**src/rtl/seq_multiplier_pkg.sv**
```systemverilog
// rtl/seq_multiplier_pkg.sv - shared state encoding and defaults for seq_multiplier
//
// Purpose: state encoding for the seq_multiplier controller and the default
//          operand width. Imported by seq_multiplier.
package seq_multiplier_pkg;

  localparam int DEFAULT_WIDTH = 8;

  typedef enum logic [1:0] {
    IDLE = 2'd0,
    RUN  = 2'd1,
    DONE = 2'd2
  } state_t;

endpackage

```
**src/rtl/seq_multiplier_ripple_adder.sv**
```systemverilog
// rtl/seq_multiplier_ripple_adder.sv - WIDTH-bit ripple add/subtract chain of full adders
//
// full_adder ports:
//   a, b, ci : addend bits and carry in
//   s, co    : sum bit and carry out
// ripple_adder ports:
//   a, b     : WIDTH-bit operands
//   sub      : 1 computes a - b (b inverted, carry-in 1), 0 computes a + b
//   sum      : WIDTH-bit result
//   cout     : carry out of the top cell
module full_adder (
  input  logic a,
  input  logic b,
  input  logic ci,
  output logic s,
  output logic co
);

  assign s  = a ^ b ^ ci;
  assign co = (a & b) | (ci & (a ^ b));

endmodule

module ripple_adder #(
  parameter int WIDTH = 8
) (
  input  logic [WIDTH-1:0] a,
  input  logic [WIDTH-1:0] b,
  input  logic             sub,
  output logic [WIDTH-1:0] sum,
  output logic             cout
);

  logic [WIDTH:0]   carry;
  logic [WIDTH-1:0] b_x;

  // Two's complement subtract: invert b and inject the +1 as carry-in.
  assign b_x      = b ^ {WIDTH{sub}};
  assign carry[0] = sub;

  for (genvar i = 0; i < WIDTH; i++) begin : g_cell
    full_adder u_fa (
      .a  (a[i]),
      .b  (b_x[i]),
      .ci (carry[i]),
      .s  (sum[i]),
      .co (carry[i+1])
    );
  end

  assign cout = carry[WIDTH];

endmodule

```
**src/rtl/seq_multiplier.sv**
```systemverilog
// rtl/seq_multiplier.sv - sequential shift-add WIDTH x WIDTH multiplier
//
// Purpose: computes a 2*WIDTH-bit product over WIDTH RUN cycles using one
//          WIDTH-bit ripple adder. Optional signed mode under the macro
//          SEQ_MULT_SIGNED_EN.
// Ports:
//   clk         : rising-edge clock
//   rst         : synchronous active-high reset
//   start       : request a multiply, accepted in IDLE or DONE
//   A, B        : multiplicand / multiplier, sampled on the accepting edge
//   signed_mode : (SEQ_MULT_SIGNED_EN only) treat A, B as two's complement
//   busy        : high while in RUN
//   done        : one-cycle pulse, P valid
//   P           : product, driven from the accumulator
module seq_multiplier
  import seq_multiplier_pkg::*;
#(
  parameter int WIDTH = DEFAULT_WIDTH
) (
  input  logic               clk,
  input  logic               rst,
  input  logic               start,
  input  logic [WIDTH-1:0]   A,
  input  logic [WIDTH-1:0]   B,
`ifdef SEQ_MULT_SIGNED_EN
  input  logic               signed_mode,
`endif
  output logic               busy,
  output logic               done,
  output logic [2*WIDTH-1:0] P
);

  localparam int CW = (WIDTH > 1) ? $clog2(WIDTH) : 1;

  state_t state, state_n;
  logic   accept;
  logic   busy_n, done_n;

  logic [WIDTH-1:0]   mcand;
  logic [2*WIDTH-1:0] acc;
  logic [CW-1:0]      cnt;
  logic               last;

  logic [WIDTH-1:0] addend;
  logic [WIDTH-1:0] sum;
  logic             cout;
  logic             sub;
  logic             top;

  assign last = (cnt == CW'(WIDTH - 1));

  // Multiplier bit 0 selects whether this step adds the multiplicand.
  assign addend = acc[0] ? mcand : '0;

`ifdef SEQ_MULT_SIGNED_EN
  logic sgn;

  // The multiplier's MSB carries negative weight, so the last step subtracts.
  assign sub = acc[0] & sgn & last;
  // Sign of the exact (WIDTH+1)-bit sum of sign-extended operands; with no
  // add this reduces to the current partial-product sign (arithmetic shift).
  assign top = sgn ? (acc[2*WIDTH-1] ^ addend[WIDTH-1] ^ sub ^ cout) : cout;
`else
  assign sub = 1'b0;
  assign top = cout;
`endif

  ripple_adder #(.WIDTH(WIDTH)) u_adder (
    .a    (acc[2*WIDTH-1:WIDTH]),
    .b    (addend),
    .sub  (sub),
    .sum  (sum),
    .cout (cout)
  );

  always_ff @(posedge clk) begin
    if (rst) begin
      state <= IDLE;
      busy  <= 1'b0;
      done  <= 1'b0;
    end else begin
      state <= state_n;
      busy  <= busy_n;
      done  <= done_n;
    end
  end

  always_comb begin
    state_n = state;
    accept  = 1'b0;
    case (state)
      IDLE: begin
        if (start) begin
          accept  = 1'b1;
          state_n = RUN;
        end
      end
      RUN: begin
        if (last) state_n = DONE;
      end
      DONE: begin
        if (start) begin
          accept  = 1'b1;
          state_n = RUN;
        end else begin
          state_n = IDLE;
        end
      end
      default: state_n = IDLE;
    endcase
    busy_n = (state_n == RUN);
    done_n = (state_n == DONE);
  end

  always_ff @(posedge clk) begin
    if (rst) begin
      mcand <= '0;
      acc   <= '0;
      cnt   <= '0;
`ifdef SEQ_MULT_SIGNED_EN
      sgn   <= 1'b0;
`endif
    end else if (accept) begin
      mcand <= A;
      acc   <= {{WIDTH{1'b0}}, B};
      cnt   <= '0;
`ifdef SEQ_MULT_SIGNED_EN
      sgn   <= signed_mode;
`endif
    end else if (state == RUN) begin
      acc <= {top, sum, acc[WIDTH-1:1]};
      // Hold at WIDTH-1 so the counter never wraps within an operation.
      if (!last) cnt <= cnt + CW'(1);
    end
  end

  assign P = acc;

endmodule
```
**config.mk**
```make
export PLATFORM = sky130hd
export DESIGN_NAME = seq_multiplier
export DESIGN_NICKNAME = d
export VERILOG_FILES = /design/src/rtl/seq_multiplier_pkg.sv /design/src/rtl/seq_multiplier_ripple_adder.sv /design/src/rtl/seq_multiplier.sv
export SDC_FILE = /design/constraint.sdc
export NUM_CORES = 1
export LEC_CHECK = 0
export BUFFER_PORTS_ARGS = -buffer_cell sky130_fd_sc_hd__buf_2
export CAP_MARGIN = 5
export CORE_ASPECT_RATIO = 1.1
export CORE_MARGIN = 8
export CORE_UTILIZATION = 47
export CTS_CLUSTER_SIZE = 16
export DETAILED_ROUTE_END_ITERATION = 10
export PLACE_DENSITY_LB_ADDON = 0.2
export REMOVE_ABC_BUFFERS = 1
export SYNTH_ARGS = -nofsm -noshare
export SYNTH_HDL_FRONTEND = slang
export SYNTH_SLANG_ARGS = --single-unit
```
**constraint.sdc**
```tcl
create_clock -name clk -period 3.5 [get_ports clk]
set_input_delay 0.175 -clock clk [delete_from_list [all_inputs] [get_ports clk]]
set_output_delay 0.175 -clock clk [all_outputs]
set_load 0.05 [all_outputs]
```
==> Yosys cells after proc, flatten, opt, wreduce, memory -nomap -nowiden <==
Cells that the tools add are included.
{ "totals": {"output_inout_bits": 18, "elab_cells": 65, "ff_bits": 31, "input_bits": 19} }
{ "classes": {"bitwise_logic": 38, "mux": 9, "n_reduce_logical": 5, "add_sub_neg": 1, "eq_ne": 5} }
{ "op_table": {"columns": ["cell", "count"], "rows": [
  ["$mux 8", 3],
  ["$and 1x1->1", 15],
  ["$xor 1x1->1", 15],
  ["$or 1x1->1", 7],
  ["$pmux 2 s3", 1],
  ["$eq 2x1->1 const B", 2],
  ["$eq 2x2->1 const B", 2],
  ["$mux 2", 2],
  ["$reduce_or 2->1", 2],
  ["$add 3x1->3 const B", 1],
  ["$eq 3x3->1 const B", 1],
  ["$mux 1", 3],
  ["$logic_not 2->1", 1],
  ["$reduce_and 2->1", 1],
  ["$reduce_bool 2->1", 1],
  ["$not 1->1", 1]
]} }

==> Longest topological paths before layout <==
{ "depth": {"depth_word": 16, "ltp_mapped": 13, "ltp_nobuf": 13} }

==> Cells and area by module <==
From an unflattened synthesis, not the netlist that was laid out.
{ "hier_totals": {"cells_unflattened": 169, "area_unflattened_um2": 1500.2} }
{ "by_module_without_submodules": {"columns": ["mod", "area_per_inst_um2", "cells_each", "n_inst", "seq_area_each_um2"], "rows": [
  ["seq_multiplier", 1258.7, 152, 1, 620.6],
  ["full_adder", 20.0, 1, 8, 0.0],
  ["ripple_adder", 81.3, 9, 1, 0.0]
]} }

==> Worst setup path after synthesis <==
OpenSTA, ideal clock, no wires.
{ "synth_timing": {"kind": "register to register", "start": "register acc[0], in the netlist P[0]", "end": "register acc[14], in the netlist P[14]", "stages_incl_launch_ff": 14, "setup_ns": 0.079, "n_path_buf": 0, "path_slack_ns": -0.228, "t_required_ns": 3.421, "arrival_ns": 3.648, "path_cell_list": "dfxtp_1 > and2_1 > ha_1 > inv_1 > fa_1 > inv_1 > fa_1 > fa_1 > fa_1 > fa_1 > fa_1 > inv_1 > fa_1 > a211oi_2"} }
{ "synth_via": {"elab_chain_cells": 15} }
{ "synth_rtl": {"columns": ["item", "line_no", "rtl"], "rows": [
  ["from (decl)", "seq_multiplier.sv:40", "logic [2*WIDTH-1:0] acc;"],
  ["from (signal assigned)", "seq_multiplier.sv:125", "acc <= {{WIDTH{1'b0}}, B};"],
  ["from (signal assigned)", "seq_multiplier.sv:131", "acc <= {top, sum, acc[WIDTH-1:1]};"],
  ["$mux 8 *", "seq_multiplier.sv:53", "assign addend = acc[0] ? mcand : '0;"],
  ["$and 1x1->1 or $xor 1x1->1 (tied branches)", "seq_multiplier_ripple_adder.sv:20", "assign co = (a & b) | (ci & (a ^ b));"],
  ["$and 1x1->1", "seq_multiplier_ripple_adder.sv:20", null],
  ["$or 1x1->1", "seq_multiplier_ripple_adder.sv:20", null],
  ["$and 1x1->1", "seq_multiplier_ripple_adder.sv:20", null],
  ["$or 1x1->1", "seq_multiplier_ripple_adder.sv:20", null],
  ["$and 1x1->1", "seq_multiplier_ripple_adder.sv:20", null],
  ["$or 1x1->1", "seq_multiplier_ripple_adder.sv:20", null],
  ["$and 1x1->1", "seq_multiplier_ripple_adder.sv:20", null],
  ["$or 1x1->1", "seq_multiplier_ripple_adder.sv:20", null],
  ["$and 1x1->1", "seq_multiplier_ripple_adder.sv:20", null],
  ["$or 1x1->1", "seq_multiplier_ripple_adder.sv:20", null],
  ["$and 1x1->1", "seq_multiplier_ripple_adder.sv:20", null],
  ["$or 1x1->1", "seq_multiplier_ripple_adder.sv:20", null],
  ["$xor 1x1->1 *", "seq_multiplier_ripple_adder.sv:19", "assign s = a ^ b ^ ci;"]
]} }
Mark *: on every way between the ends. The rest lies on a longest branch, timed or not.
A chain may end at the register's enable or synchronous reset.

==> Final worst setup path <==
{ "layout_timing": {"start": "register mcand[0]", "end": "register acc[14], in the netlist P[14]"} }
{ "layout_via": {"elab_chain_cells": 15} }
{ "layout_rtl": {"columns": ["item", "line_no", "rtl"], "rows": [
  ["from (decl)", "seq_multiplier.sv:39", "logic [WIDTH-1:0] mcand;"],
  ["from (signal assigned)", "seq_multiplier.sv:117", "mcand <= '0;"],
  ["from (signal assigned)", "seq_multiplier.sv:124", "mcand <= A;"],
  ["$mux 8", "seq_multiplier.sv:53", null],
  ["$and 1x1->1 (2 in a row)", "seq_multiplier_ripple_adder.sv:20", null],
  ["$or 1x1->1", "seq_multiplier_ripple_adder.sv:20", null],
  ["$and 1x1->1", "seq_multiplier_ripple_adder.sv:20", null],
  ["$or 1x1->1", "seq_multiplier_ripple_adder.sv:20", null],
  ["$and 1x1->1", "seq_multiplier_ripple_adder.sv:20", null],
  ["$or 1x1->1", "seq_multiplier_ripple_adder.sv:20", null],
  ["$and 1x1->1", "seq_multiplier_ripple_adder.sv:20", null],
  ["$or 1x1->1", "seq_multiplier_ripple_adder.sv:20", null],
  ["$and 1x1->1", "seq_multiplier_ripple_adder.sv:20", null],
  ["$or 1x1->1", "seq_multiplier_ripple_adder.sv:20", null],
  ["$and 1x1->1", "seq_multiplier_ripple_adder.sv:20", null],
  ["$or 1x1->1", "seq_multiplier_ripple_adder.sv:20", null],
  ["$xor 1x1->1", "seq_multiplier_ripple_adder.sv:19", null]
]} }
No other way between the ends.

==> summary.md <==
| Metric | Value |
|---|---|
| Outcome | `complete, no violations` |
| Hold-fix buffers, CTS | `0` |
| Clock Path Buffers | `2` |
| Number of global-route vias before repair | `about 1,100` |
| Final estimated routing congestion in global placement | `about 0.73` |
| Post-Place Cells | `approximately 220` |
| Total track usage | `between 10% and 20%` |
| Avg Cell Area, Syn | `~9.0 um^2` |
| Grt total ovfl | `0` |
| I/O pin cnt | `37` |
| First-pass DRT Iterations | `4` |
| Seq/Total Area, Yosys | `approximately two fifths` |
| Final Skew | `0.00593 ns` |
| P per Cell Area | `about 440 nW/um^2` |
| Seq pwr share | `around 53%` |
| YS warnings | `0` |
| Clock slew at reported path FFs | `about 0.090 ns` |
| Fraction of layout instances using a drive strength above 1 | `a little under a third` |
| # port buffers | `36` |
| Nets@finish | `roughly 220` |
| Total die area | `approximately 5300 um^2` |
| Number of synthesized flops with an enable pin | `0` |
| Leakage | `0.000706 uW` |
| Yosys cell types | `23` |
| Syn Inst Count | `between 150 and 200` |
| N_diodes | `0` |
| Crit path DAT | `3.60 ns` |
| Setup CP Type | `flop to flop` |
| Routed WL per cell | `approximately 14 um` |
| Final cell count without fillers | `roughly 230` |
| Min-Delay Path Class | `input pin to flop` |
| Net Switching | `about 230 uW` |
| Net Sw Frac | `30.9%` |
| Startpoint types | `flop` |
| ANT nets after route | `0` |
| First-pass GRT wire length | `between 4000 and 5000 um` |
| DRT iter0 DRCs | `44` |
| Clock share of power | `between 20 and 30%` |
| Slew @ Worst Pin | `0.966 ns` |
| Slew margin rel. | `a little over a third` |
| Die H | `75.5 um` |
| Tcrit/Tclk final | `96.1%` |
| Clock sink count | `31` |
| MaxCap Viol Count | `0` |
| Critical path capture point type | `flop` |
| Final min period | `approximately 3.4 ns` |
| Hold Slack | `roughly 0.083 ns` |
| DR DRC count | `0` |
| Largest net degree at the start of global routing | `26` |
| Worst-skew pair later-pin latency | `between 0.3 and 0.4 ns` |
| Routed wire length | `between 3000 and 4000 um` |
| Filler cells | `about 290` |
| CTS Buf Count | `5` |
| Power Total | `approximately 730 uW` |
| Die W | `70.1 um` |
| Vias | `1,181` |
| TNS Setup | `0 ns` |
| Logic gate share of total power | `a little under a fifth` |
| Clk root buf | `clkbuf_4` |
| Mapped cell area | `around 1500 um^2` |
| Max Freq | `~0.30 GHz` |
| Worst vdd ir | `326 uV` |
| Fin. Hold Viols | `0` |
| Final setup violation count | `0` |
| Multi-input logic area | `between 700 and 800 um^2` |
| Most used DFF post-synth | `dfxtp_1` |
| Flops & latches, synth | `31` |
| CTS tree | `built` |
| Register area | `about 620 um^2` |
| Rows | `21` |
| Final Max Slew Viols | `0` |
| Worst Path Max Fanout | `2` |
| Data required, critical path | `about 3.7 ns` |
| Initial antenna violation count | `0` |
| Synth async-reset ratio | `0%` |
| Post-DR vias/cell | `5.16` |
| Initial Util | `a little under 50%` |
| P&R area growth vs syn | `10.8%` |
| H-tree depth | `2` |
| DP Wirelength | `2300 um` |
| Internal | `around 510 uW` |
| Core area | `3050 um^2` |
| RSZ-0062 raised after global routing | `true` |
## logic make-up (layout without fill, tap and decap cells)
kind of cell	after synthesis	in the layout	share of synthesized area [%]
compound gates	28	28	14.1
fa+ha+maj	10	10	11.7
xor+xnor	1	1	0.579
flops	31	31	41.0
simple gates	75	75	21.8
buf+inv	24	50	10.8
## power groups by stage
stage	logic [uW]	clock network, uW	registers [uW]
global placement	136	0	391
finish	138	209	384
CTS	139	215	384
global route	148	234	387
detailed placement	138	0	392
floorplan	52.9	0	433
## registers in the layout, summed over array words and instances, names as in the netlist
register and flops:
cnt 3, P 16, done 1, busy 1, state 2, mcand 8
## placed cells by master (no fill, tap or decap)
cell and instances:
dfxtp_2 1, nor3b_2 1, clkinv_2 1, inv_1 4, a311oi_1 4, o21ai_1 2, clkbuf_4 5, a21oi_1 15
nand2_1 46, nand2b_1 3, dfxtp_1 30, buf_4 2, inv_2 1, nor2b_1 2, nor3b_1 2, fa_1 2
nor2_2 2, clkbuf_8 1, fa_2 5, a211oi_1 1, a211oi_2 2, xnor2_1 1, ha_1 3, buf_2 36
a311oi_2 4, nor2_1 13, and2_1 6
## per-stage QoR
| stage | area [um^2] | utilization, % | setup WS (ns) |
|---|---|---|---|
| after floorplan | 1370 | - | -0.231 |
| final | 1680 | 55.0 | 0.136 |
| after detailed placement | 1610 | 52.7 | -0.0470 |
| after global routing | 1680 | 55.0 | -0.00819 |
| after CTS | 1670 | 54.7 | 0.0123 |
| after global placement | 1610 | 52.7 | 0.0208 |
## layer usage
metal / wire (um) / GRT usage [%]
met4: 40 / 5.36
met5: 0 / 0
met2: 1580 / 20.5
met3: 162 / 4.43
met1: 1380 / 12.1
## path summary, 6_finish.rpt
check | startpoint | cells after the start | to | slack, ns
setup / recovery | mcand[0]$_SDFFE_PP0P_ | 13 | P[14]$_SDFFE_PP0P_ | 0.14
hold / removal | A[0] | 3 | mcand[0]$_SDFFE_PP0P_ | 0.08
setup reg to reg | mcand[0]$_SDFFE_PP0P_ | 13 | P[14]$_SDFFE_PP0P_ | 0.14
hold reg to reg | mcand[3]$_SDFFE_PP0P_ | 2 | mcand[3]$_SDFFE_PP0P_ | 0.45
## area by class of cell
class	count	area share, %
Timing Repair Buffer	38	11.6
Multi-Input combinational cell	114	44.3
Clock buffer	6	3.06
Clock inverter	1	0.299
Inverter	5	1.12
Sequential cell	31	37.1
Tap cell	34	2.54
## cell usage after synthesis (4+ instances only)
library cell,count,area [um^2]
buf_6,4,45.0
a311oi_1,4,35.0
inv_1,5,18.8
nor2_1,13,48.8
nand2_1,46,173
fa_1,7,140
and2_1,6,37.5
a311oi_2,4,60.1
dfxtp_1,31,621
buf_4,11,82.6
a21oi_1,15,75.1
## timing repair
action                                  in CTS  in global routing
endpoints found under the setup margin       1                  1
pin swaps                                    0                  0
buffers inserted                             0                  0
gates resized for setup                      2                  5
## critical path, stage by stage (launching register included)
cell and delay, ns:
dfxtp_2 0.33, and2_1 0.14, ha_1 0.17, inv_1 0.07
fa_1 0.16, inv_1 0.05, fa_2 0.33, fa_2 0.35
fa_2 0.35, fa_2 0.34, fa_2 0.34, inv_2 0.06
fa_1 0.41, a211oi_2 0.17
No activity file was read; power rests on OpenSTA's default activity.
